$ cat src/rtl/serial_rx_producer.sv
// Start/stop-framed serial receiver that presents each completed word on a ready/ack port.
// Optional even parity bit is enabled by defining SERIAL_RX_PARITY_EN.
module serial_rx_producer #(
  parameter int N            = 8,
  parameter int CLKS_PER_BIT = 16
) (
  input  logic         clk,
  input  logic         rst,
  input  logic         sin,
  output logic         ready,
  input  logic         ack,
  output logic [N-1:0] pdata,
  output logic         busy,
  output logic         frame_err,
  output logic         overrun
);

  localparam int CW = $clog2(CLKS_PER_BIT);
  localparam int BW = $clog2(N + 1);
  localparam logic [CW-1:0] CNT_LAST = CW'(CLKS_PER_BIT - 1);
  localparam logic [CW-1:0] CNT_HALF = CW'(CLKS_PER_BIT / 2 - 1);
  localparam logic [BW-1:0] BIT_LAST = BW'(N - 1);

  typedef enum logic [2:0] {
    IDLE,
    START,
    DATA,
`ifdef SERIAL_RX_PARITY_EN
    PARITY,
`endif
    STOP
  } state_t;

  state_t        state;
  logic          sin_m;
  logic          sin_s;
  logic [CW-1:0] cnt;
  logic [BW-1:0] bitcnt;
  logic [N-1:0]  shift;
  logic          stop_bad;

`ifdef SERIAL_RX_PARITY_EN
  logic par_err;
  assign stop_bad = !sin_s || par_err;
`else
  assign stop_bad = !sin_s;
`endif

  assign busy = (state != IDLE);

  always_ff @(posedge clk or posedge rst) begin
    if (rst) begin
      sin_m     <= 1'b1;
      sin_s     <= 1'b1;
      state     <= IDLE;
      cnt       <= '0;
      bitcnt    <= '0;
      shift     <= '0;
      ready     <= 1'b0;
      pdata     <= '0;
      frame_err <= 1'b0;
      overrun   <= 1'b0;
`ifdef SERIAL_RX_PARITY_EN
      par_err   <= 1'b0;
`endif
    end else begin
      sin_m     <= sin;
      sin_s     <= sin_m;
      frame_err <= 1'b0;
      overrun   <= 1'b0;
      if (ready && ack) ready <= 1'b0;

      case (state)
        IDLE: begin
          cnt <= '0;
          if (!sin_s) state <= START;
        end
        START: begin
          if (cnt == CNT_HALF) begin
            cnt    <= '0;
            bitcnt <= '0;
            // Line back high at mid start bit means a glitch, not a frame.
            state  <= sin_s ? IDLE : DATA;
          end else begin
            cnt <= cnt + CW'(1);
          end
        end
        DATA: begin
          if (cnt == CNT_LAST) begin
            cnt    <= '0;
            shift  <= {sin_s, shift[N-1:1]};
            bitcnt <= bitcnt + BW'(1);
            if (bitcnt == BIT_LAST) begin
`ifdef SERIAL_RX_PARITY_EN
              state <= PARITY;
`else
              state <= STOP;
`endif
            end
          end else begin
            cnt <= cnt + CW'(1);
          end
        end
`ifdef SERIAL_RX_PARITY_EN
        PARITY: begin
          if (cnt == CNT_LAST) begin
            cnt     <= '0;
            par_err <= ^{shift, sin_s};
            state   <= STOP;
          end else begin
            cnt <= cnt + CW'(1);
          end
        end
`endif
        STOP: begin
          if (cnt == CNT_LAST) begin
            cnt   <= '0;
            state <= IDLE;
            // An ack in this same cycle frees the slot, so the new word may load.
            if (stop_bad) begin
              frame_err <= 1'b1;
            end else if (!ready || ack) begin
              pdata <= shift;
              ready <= 1'b1;
            end else begin
              overrun <= 1'b1;
            end
          end else begin
            cnt <= cnt + CW'(1);
          end
        end
        default: state <= IDLE;
      endcase
    end
  end

endmodule

$ cat config.mk
export PLATFORM = sky130hd
export DESIGN_NAME = serial_rx_producer
export DESIGN_NICKNAME = d
export VERILOG_FILES = /design/src/rtl/serial_rx_producer.sv
export SDC_FILE = /design/constraint.sdc
export NUM_CORES = 1
export LEC_CHECK = 0
export CAP_MARGIN = 15
export CORE_MARGIN = 2
export CORE_UTILIZATION = 40
export DETAILED_ROUTE_END_ITERATION = 10
export HOLD_SLACK_MARGIN = 0.02
export PLACE_DENSITY = 0.71
export SLEW_MARGIN = 5
export SYNTH_ARGS = -nofsm -noshare
export SYNTH_HDL_FRONTEND = slang
export SYNTH_SLANG_ARGS = --single-unit
$ cat constraint.sdc
create_clock -name clk -period 2.6 [get_ports clk]
set_clock_uncertainty 0.15 [all_clocks]
set_input_delay 0.52 -clock clk [delete_from_list [all_inputs] [get_ports clk]]
set_output_delay 0.52 -clock clk [all_outputs]
set_load 0.1 [all_outputs]
==> run_results.csv <==
group,metric,value,unit
flow_run,drv_cap,0,
timing,slew_headroom,62.3,%
die,chipHeight,61.4,µm
pwr,powerDensity,772,nW/µm²
die,floorplan.die.width,61.4,µm
timing,fmaxAchievable,475,MHz
clock_network,cts_hold_repair.buffers,0,
detailed_routing,routed_wirelength,2220,µm
synthesis,synth_enable_flop_cells,0,
synthesis,synth_largest_type_area_fraction,55.1,%
detailed_routing,postRouteAntennaNets,0,
synthesis,synth_area_per_cell,12.7,µm²
critical_path,critical_path_required,2.66,ns
detailed_routing,detail_route.iter0.violations,15,
global_route,global_route_wire_length_before_repair,3840,µm
clock_network,clock_latency,0.32,ns
critical_path,cpLargestDelayFamily,"simple AND/OR/NAND/NOR gates",
global_route,grt_max_degree,32,
pwr,p_leak,0.000748,µW
layout,post_route_cells_drive_above_1_share,34.9,%
timing,worst_slew_pin_slew,0.563,ns
timing,setup_viol,0,
timing,rsz0062_at_grt,"no",
critical_path,critical_path.endpoint_type,"register",
pwr,power.ir.vdd_worst,0.388,mV
detailed_routing,drt_first_pass_iters,3,
synthesis,number_of_instances_in_the_synthesized_netlist,104,
global_route,number_of_global_route_vias_before_repair,838,
synthesis,synthTopCellsByArea,"sky130_fd_sc_hd__dfrtp_1 (55%), sky130_fd_sc_hd__mux2_2 (14%), sky130_fd_sc_hd__dfstp_2 (4.0%)",
global_route,number_of_antenna_violations_at_the_first_check_in_global_routing,0,
timing,slew_violations,0,
synthesis,post-synth-top-count-cell,"sky130_fd_sc_hd__dfrtp_1",
layout,final_core_util,50.4,%
clock_network,tritoncts,"yes",
synthesis,synth.largest_area_cell,"sky130_fd_sc_hd__dfrtp_1",
global_route,overflow,0,
critical_path,setup.reg_to_reg.worst_slack,0.49,ns
critical_path,crit_path_buffers_inverters,0,
die,initial_core_util,42.4,%
clock_network,cts_resized,0,
clock_network,clkTransAtPathRegs,0.09,ns
synthesis,synth_async_sr_flop_share,100,%
synthesis,netlist_area,1320,µm²
synthesis,synth_nets,110,
synthesis,ys_dominant_reg_cell,"sky130_fd_sc_hd__dfrtp_1",
run_status,run_status,"finished, final reports clean",
critical_path,crit_path_max_fanout,8,
detailed_routing,drt_drc_violations_left,0,
die,top_level_port_count,16,
synthesis,register_area_share_after_synthesis,59.1,%
clock_network,cts.root.buffer_cell,"sky130_fd_sc_hd__clkbuf_4",
synthesis,synthesis.yosys.warnings,0,
layout,areaGrowthSynthToFinish,18.7,%
placed_design,placement.io_buffers,15,
clock_network,cts_max_level,2,
die,core_area,3100,µm²
timing,timing.final.crit_share,81.0,%
timing,final_hold_slack,0.205,ns
die,row_count,20,
detailed_routing,detail_route.vias_per_cell,5.08,
die,total_die_area,3770,µm²
clock_network,cts.sinks,31,
placed_design,post-dp-hpwl,1550,µm
placed_design,post_placement_cell_area,1490,µm²
synthesis,netlist-cell-type-count,35,
worst_hold_path,min_path_type,"reg -> reg",
detailed_routing,num_vias,864,
critical_path,worstSetupPathType,"reg -> reg",
layout,num-nets-final,131,
clock_network,cts-buffers-inserted,5,
critical_path,critical_path.cell_chain,"ha_1, nand3_1, nor4b_4, mux2_2",
timing,min_period,2.11,ns
clock_network,clockBufferDepth,2,
clock_network,cts.repair_timing.setup_buffer_count,0,
detailed_routing,routed_length_per_instance,13.1,µm
placed_design,place_congestion,0.773,
layout,num_antenna_cells,0,
critical_path,critical-path-max-stage-delay,0.56,ns
critical_path,start_kind,"register",
critical_path,timing.critical_path.slowest_stage_cell,"sky130_fd_sc_hd__nor4b_4",
critical_path,timing.critical_path.arrival,2.17,ns
layout,post-route-cell-area,1560,µm²
placed_design,dp_worst_setup_slack,0.284,ns
synthesis,postSynthRegisterBits,31,
global_route,total_routing_resource_utilization_after_global_routing,14.6,%
timing,timing.setup.tns,0,ns
synthesis,synth.cells.most_frequent,"sky130_fd_sc_hd__dfrtp_1 (29), sky130_fd_sc_hd__mux2_2 (16), sky130_fd_sc_hd__a21oi_1 (8)",
timing,timing.final.hold_violations,0,
timing,postLayoutSetupSlackWorst,0.495,ns
[worst register-to-register path: stages (launching register included)]
cell	delay, ns
sky130_fd_sc_hd__dfrtp_1	0.38
sky130_fd_sc_hd__ha_1	0.29
sky130_fd_sc_hd__nand3_1	0.22
sky130_fd_sc_hd__nor4b_4	0.56
sky130_fd_sc_hd__mux2_2	0.40
[report_power, final]
group	internal [µW]	leakage, µW	switching (µW)
Sequential	533	0.000416	70.5
Clock	159	0.0000386	153
Combinational	108	0.000294	183
Total	800	0.000748	407
[per-stage QoR]
stage          total power (µW)  instances
2_1_floorplan               846        104
3_3_place_gp                890        162
3_5_place_dp                901        162
4_1_cts                    1220        170
5_1_grt                    1280        170
6_report                   1210        170
[flip-flops by register name (all words and copies together) (netlist names)]
name and count:
shift 8, pdata 8, state 2, overrun 1, frame_err 1, bitcnt 4
sin_m 1, ready 1, cnt 4, sin_s 1
[worst paths after layout]
kind                         from   endpoint  cells after the start
setup / recovery           cnt[0]   pdata[7]                      4
hold / removal              sin_m      sin_s                      0
setup reg to reg           cnt[0]   pdata[7]                      4
hold reg to reg             sin_m      sin_s                      0
max in group asynchronous     rst      sin_m                      3
min in group asynchronous     rst  bitcnt[1]                      3
[cell type report]
type / count / area (µm²)
Clock buffer: 8 / 68.8
Timing Repair Buffer: 18 / 143
Inverter: 4 / 15.0
Sequential cell: 31 / 778
Fill cell: 288 / 1540
Multi-Input combinational cell: 65 / 503
Tap cell: 44 / 55.1
[cell usage in the layout (no fill, tap or decap), drive strengths merged, types with 2 or more instances in the layout]
| master | instances |
|---|---|
| nand2 | 4 |
| buf | 15 |
| ha | 2 |
| o22ai | 2 |
| clkdlybuf4s50 | 3 |
| a21oi | 8 |
| dfrtp | 29 |
| mux2 | 16 |
| clkbuf | 8 |
| nor4 | 2 |
| nand3 | 3 |
| nor3 | 4 |
| nor2 | 5 |
| dfstp | 2 |
| a211oi | 2 |
| inv | 4 |
[layer usage]
| metal | global-route usage [%] | vias up | routed length, µm |
|---|---|---|---|
| li1 | - | 425 | - |
| met1 | 18.1 | 416 | 1040 |
| met2 | 21.0 | 18 | 1020 |
| met3 | 5.25 | 5 | 104 |
| met4 | 10.3 | 0 | 51 |
| met5 | 0 | - | 0 |
[kinds of logic after synthesis]
kind of cell	after synthesis	synth area share (%)
adder cells (fa/ha/maj)	2	1.90
buffers and inverters	8	2.66
AO/OA/AOI/OAI	17	7.98
AND/OR/NAND/NOR	29	14.0
flip-flops	31	59.1
multiplexers	16	13.7
XOR/XNOR	1	0.666
(Power assumes the default switching activity.)
